$ cat src/rtl/param_serial_cpu.sv
// Multi-cycle accumulator CPU with A/B registers, carry flag, extended-op page and
// a hardware return stack; instructions and operands arrive one word per cycle.
module param_serial_cpu #(
  parameter int DW          = 4,
  parameter int AW          = 6,
  parameter int STACK_DEPTH = 4
) (
  input  logic          clk,
  input  logic          rst_n,
  input  logic [DW-1:0] data_in,
  input  logic          fast,
  output logic [AW-1:0] addr_out,
  output logic [DW-1:0] data_out,
  output logic          wr_en,
  output logic          carry,
  output logic          stk_err
);
  localparam int NA  = (AW + DW - 1) / DW;
  localparam int BW  = (NA > 1) ? $clog2(NA) : 1;
  localparam int SHW = $clog2(DW);
  localparam int SPW = $clog2(STACK_DEPTH + 1);
  localparam int IW  = (STACK_DEPTH > 1) ? $clog2(STACK_DEPTH) : 1;

  typedef enum logic [2:0] {S_FETCH, S_OP, S_EXT, S_ABEAT, S_MEM} state_t;

  state_t         state_reg, state_next;
  logic [AW-1:0]  pc_reg, pc_next;
  logic [DW-1:0]  a_reg, a_next, b_reg, b_next;
  logic [AW-1:0]  tmp_reg, tmp_next;
  logic           carry_reg, carry_next;
  logic [SPW-1:0] sp_reg, sp_next;
  logic           err_reg, err_next;
  logic [3:0]     op_reg, op_next;      // 4'h8 marks a CALL in flight
  logic [BW-1:0]  beat_reg, beat_next;
  logic [AW-1:0]  stack_mem [STACK_DEPTH];

  logic           done, push_ok;
  logic [AW-1:0]  pc_inc, off, stack_top;
  logic [DW:0]    add_sum, adc_sum;
  logic [SHW-1:0] shamt;
  logic [IW-1:0]  top_idx, push_idx;

  assign pc_inc    = pc_reg + AW'(1);
  // Shifting the current beat in and truncating keeps only the live operand bits.
  assign off       = AW'({tmp_reg, data_in});
  assign add_sum   = {1'b0, a_reg} + {1'b0, b_reg};
  assign adc_sum   = add_sum + (DW+1)'(carry_reg);
  assign shamt     = b_reg[SHW-1:0];
  assign top_idx   = IW'(sp_reg - SPW'(1));
  assign push_idx  = IW'(sp_reg);
  assign stack_top = stack_mem[top_idx];

  always_comb begin
    state_next = state_reg;
    pc_next    = pc_reg;
    a_next     = a_reg;
    b_next     = b_reg;
    tmp_next   = tmp_reg;
    carry_next = carry_reg;
    sp_next    = sp_reg;
    err_next   = err_reg;
    op_next    = op_reg;
    beat_next  = beat_reg;
    push_ok    = 1'b0;
    done       = 1'b0;
    case (state_reg)
      S_FETCH: state_next = S_OP;
      S_OP: begin
        pc_next = pc_inc;
        done    = 1'b1;
        case (data_in[3:0])
          4'h0: a_next = -a_reg;
          4'h1: a_next = a_reg & b_reg;
          4'h2: a_next = a_reg | b_reg;
          4'h3: a_next = a_reg ^ b_reg;
          4'h4: a_next = a_reg << shamt;
          4'h5: a_next = a_reg >> shamt;
          4'h6: a_next = DW'($signed(a_reg) >>> shamt);
          4'h7: {carry_next, a_next} = add_sum;
          4'h8: begin
            done       = 1'b0;
            state_next = S_EXT;
          end
          default: begin
            done       = 1'b0;
            op_next    = data_in[3:0];
            beat_next  = '0;
            state_next = S_ABEAT;
          end
        endcase
      end
      S_EXT: begin
        pc_next = pc_inc;
        done    = 1'b1;
        case (data_in[3:0])
          4'h1: begin
            if (sp_reg != '0) begin
              sp_next = sp_reg - SPW'(1);
              pc_next = stack_top;
            end else begin
              err_next = 1'b1;
            end
          end
          4'h2: begin
            done       = 1'b0;
            op_next    = 4'h8;
            beat_next  = '0;
            state_next = S_ABEAT;
          end
          4'h3: {carry_next, a_next} = adc_sum;
          4'h4: begin
            a_next = b_reg;
            b_next = a_reg;
          end
          4'h5: carry_next = 1'b0;
          default: ;
        endcase
      end
      S_ABEAT: begin
        tmp_next = off;
        if (beat_reg != BW'(NA - 1)) begin
          pc_next   = pc_inc;
          beat_next = beat_reg + BW'(1);
        end else begin
          done = 1'b1;
          case (op_reg)
            4'h9: pc_next = (a_reg == b_reg) ? pc_reg + off : pc_inc;
            4'hA: pc_next = (a_reg <= b_reg) ? pc_reg + off : pc_inc;
            4'hB: pc_next = off;
            4'h8: begin
              pc_next = off;
              if (sp_reg == SPW'(STACK_DEPTH)) begin
                err_next = 1'b1;
              end else begin
                push_ok = 1'b1;
                sp_next = sp_reg + SPW'(1);
              end
            end
            default: begin
              done       = 1'b0;
              pc_next    = pc_inc;
              state_next = S_MEM;
            end
          endcase
        end
      end
      S_MEM: begin
        done = 1'b1;
        if (op_reg == 4'hC) a_next = data_in;
        if (op_reg == 4'hD) b_next = data_in;
      end
      default: state_next = S_FETCH;
    endcase
    if (done) state_next = fast ? S_OP : S_FETCH;
  end

  always_ff @(posedge clk) begin
    if (!rst_n) begin
      state_reg <= S_FETCH;
      pc_reg    <= '0;
      a_reg     <= '0;
      b_reg     <= '0;
      tmp_reg   <= '0;
      carry_reg <= 1'b0;
      sp_reg    <= '0;
      err_reg   <= 1'b0;
      op_reg    <= '0;
      beat_reg  <= '0;
    end else begin
      state_reg <= state_next;
      pc_reg    <= pc_next;
      a_reg     <= a_next;
      b_reg     <= b_next;
      tmp_reg   <= tmp_next;
      carry_reg <= carry_next;
      sp_reg    <= sp_next;
      err_reg   <= err_next;
      op_reg    <= op_next;
      beat_reg  <= beat_next;
    end
  end

  always_ff @(posedge clk) begin
    if (rst_n && push_ok) stack_mem[push_idx] <= pc_inc;
  end

  assign addr_out = (state_reg == S_MEM) ? tmp_reg : pc_reg;
  assign wr_en    = rst_n && (state_reg == S_MEM) && (op_reg[3:1] == 3'b111);
  assign data_out = wr_en ? (op_reg[0] ? b_reg : a_reg) : '0;
  assign carry    = carry_reg;
  assign stk_err  = err_reg;
endmodule

$ cat config.mk
export PLATFORM = sky130hd
export DESIGN_NAME = param_serial_cpu
export DESIGN_NICKNAME = d
export VERILOG_FILES = /design/src/rtl/param_serial_cpu.sv
export SDC_FILE = /design/constraint.sdc
export NUM_CORES = 1
export LEC_CHECK = 0
export BUFFER_PORTS_ARGS = -buffer_cell sky130_fd_sc_hd__buf_2
export CAP_MARGIN = 20
export CORE_MARGIN = 2
export CORE_UTILIZATION = 40
export CTS_CLUSTER_DIAMETER = 120
export CTS_CLUSTER_SIZE = 24
export DETAILED_ROUTE_END_ITERATION = 12
export SLEW_MARGIN = 10
export SYNTH_ARGS = -nofsm -noshare
export SYNTH_HDL_FRONTEND = slang
export SYNTH_SLANG_ARGS = --single-unit
export TNS_END_PERCENT = 1
$ cat constraint.sdc
create_clock -name clk -period 2.71 [get_ports clk]
set_clock_uncertainty 0.15 [all_clocks]
set_input_delay 0.1355 -clock clk [delete_from_list [all_inputs] [get_ports clk]]
set_output_delay 0.1355 -clock clk [all_outputs]
set_load 0.02 [all_outputs]
==> flow_summary.toml <==
[synth]
postSynthRegisterBits = 57
mapped_avg_cell_area_sq_um = 8.78
synthesis.nets = 517
synth.lib_cells_used.distinct = 68
netlist_instances = 481
ys_dominant_reg_cell = "sky130_fd_sc_hd__dfxtp_1"
yosysWarningCount = 0
synth_seq_area_share_pct = 32.7
synth_async_sr_flop_share_pct = 0
synth-edff-count = 24
cell_area_after_synthesis_sq_um = 4230

[finish]
final_net_count = 540
antenna-diode-count = 0
final_cell_count_no_fill = 645
layout.cell_area.non_filler_sq_um = 4780
drive_above_1_share_pct = 16.5
regArea_sq_um = 1380
commonest_non_fill_non_tap_cells_in_the_layout = "sky130_fd_sc_hd__nand2_1, sky130_fd_sc_hd__nor2_1, sky130_fd_sc_hd__a21oi_1"
multiInputGateArea_sq_um = 2610
area_overhead_vs_synth_pct = 13.1
postLayoutCoreUtil_pct = 46.5
largest_register_ffs = 24
fill_cells = 1022

[grt]
grt_util_all_layers_pct = 21.0
grt_pass1_wl_um = 18700
grt_start_max_net_pins = 25
global_route.overflow_total = 0
first_global_vias = 3522
antenna_found_initial = 0

[setup_path]
critPathLaunchType = "flop"
arrival_ns = 2.63
worstPathRequired_ns = 2.79
worst_setup_ep_type = "flop"
setup.worst_path.class = "flop to flop"
crit_path_max_fo = 7

[placement]
gp_congestion = 0.917
detailed_place.area_sq_um = 4490
dp.final_hpwl_um = 8270
place_inst = 625
count_of_input_and_output_buffers = 19

[routing]
viasPerCell = 5.76
wirelength_per_cell_um = 17.9
drt-pass1-iter-count = 5
routed_wl_um = 11500
dr_total_vias = 3715
drt_drc_violations_left = 0
dr.first_iter.drc_count = 276
antenna_left = 0

[clocking]
clock_edge_transition_at_the_registers_on_the_reported_setup_and_hold_paths_ns = 0.08
htree_levels = 3
clkLatencyLatePin_ns = 0.35
cts_post_setup_buffers_inserted = 0
cts_sinks = 57
inserted_clock_buffers = 9
clk_path_buf_depth = 2
tritoncts = "built"
cts_root_buffer = "sky130_fd_sc_hd__clkbuf_8"

[sta]
timing_worst_slew_pin_value_ns = 0.550
final_hold_viol_count = 0
final.min_clock_period_ns = 2.55
fmax_mhz = 392
period_share_pct = 94.2
max_slew_margin_pct = 63.0
finalMaxSlewViolations = 0
final-setup-viol-count = 0

[floorplanning]
num_io_pins = 20
initial_utilization_pct = 41.1
core_area_sq_um = 10300
row_count = 37
fp.dieW_um = 107
floorplan.die.height_um = 107
full_die_area_sq_um = 11400

[power]
p_per_area_nw_per_um2 = 696
ir_drop_worst_case_vdd_mv = 0.545
total_power_mw = 3.33
p_leak_nw = 1.78

[job]
max_cap_viol_count = 0

[min_path]
hold_path.class = "input port to flop"

[outcome]
status = "completed"
[cell usage after synthesis (all sizes together) (2+ instances only)]
library cell  count  area, sq um
fa                2         40.0
nor2             47          181
dfxtp            33          661
clkbuf           13         48.8
nand3             9         45.0
ha               27          338
a21o              4         30.0
nand2b           10         62.6
nor3              9         45.0
inv              20         75.1
mux2              5         56.3
and2              6         40.0
edfxtp           24          721
o21bai            3         22.5
mux4              7          158
nor4              5         43.8
o22a              2         18.8
buf              20          121
nand3b            4         30.0
xor2             10         87.6
a221oi            4         35.0
and3              3         18.8
a22o              5         43.8
o21ai            32          160
a21boi            2         18.8
nand2            46          175
o221ai            2         17.5
a211oi            8         60.1
a2111oi           2         17.5
a311oi            2         17.5
o211ai            8         60.1
xnor2            11         96.3
nor2b             5         31.3
or4               2         18.8
a21oi            44          228
or4b              3         33.8
a31oi             5         31.3
nand4             6         37.5
o31ai             3         22.5
mux2i            13          130
[per-stage QoR]
| stage | hold slack, ns | TNS [ns] | worst slack (ns) |
|---|---|---|---|
| after floorplan | 0.124 | 0 | 0.132 |
| after global placement | 0.267 | 0 | 0.269 |
| after detailed placement | 0.278 | 0 | 0.227 |
| after CTS | 0.0837 | 0 | 0.199 |
| after global routing | 0.113 | -0.0222 | -0.0222 |
| final | 0.0833 | 0 | 0.157 |
[layer usage]
metal  global-route usage, %  vias to the layer above  routed length [um]
li1                        -                     1799                   -
met1                    30.6                     1761                5380
met2                    31.9                      137                5140
met3                    3.83                       18                 804
met4                    6.03                        0                 211
met5                       0                        -                   0
[power by group]
| group | switching (mW) | leakage (nW) | internal, mW |
|---|---|---|---|
| clock | 0.403 | 0.124 | 0.620 |
| combinational | 0.730 | 1.17 | 0.469 |
| sequential | 0.0929 | 0.487 | 1.01 |
[final cells by class]
type | instances | area share, %
multi-input combinational | 371 | 54.5
tap | 136 | 3.56
sequential | 57 | 28.9
timing repair buffer | 45 | 6.28
clock buffer | 9 | 2.59
inverter | 20 | 1.57
clock inverter | 7 | 2.62
[repair_timing]
| action | 4_1_cts | 5_1_grt |
|---|---|---|
| resized for setup | 0 | 1 |
| hold buffers | 4 | 0 |
| endpoints found under the setup margin | 0 | 1 |
| endpoints found under the hold margin | 4 | 0 |
[worst paths after layout]
path,startpoint,endpoint,slack (ns),cells after the start
max,b_reg[2],pc_reg[1],0.16,8
min reg2reg,tmp_reg[2],tmp_reg[2],0.31,2
min,data_in[0],tmp_reg[0],0.08,4
max reg2reg,b_reg[2],pc_reg[1],0.16,8
[cell families after synthesis]
logic type                 Yosys count  synth area share, %
and+or+nand+nor                    161                 19.2
AOI/OAI and AO/OA                  135                 20.9
DFF                                 57                 32.7
buffers and inverters               53                 5.80
adders and majority gates           29                 8.94
muxes                               25                 8.14
xor gates and xnor gates            21                 4.35
[worst max-delay path, stage by stage (launching register included)]
cell	delay, ns
sky130_fd_sc_hd__dfxtp_1	0.37
sky130_fd_sc_hd__inv_1	0.09
sky130_fd_sc_hd__ha_1	0.44
sky130_fd_sc_hd__nor2_1	0.11
sky130_fd_sc_hd__a2111oi_1	0.44
sky130_fd_sc_hd__o21ai_0	0.25
sky130_fd_sc_hd__and2_4	0.24
sky130_fd_sc_hd__a211oi_1	0.25
sky130_fd_sc_hd__a21oi_1	0.10
Note: power is estimated with default switching activity, not from simulation.
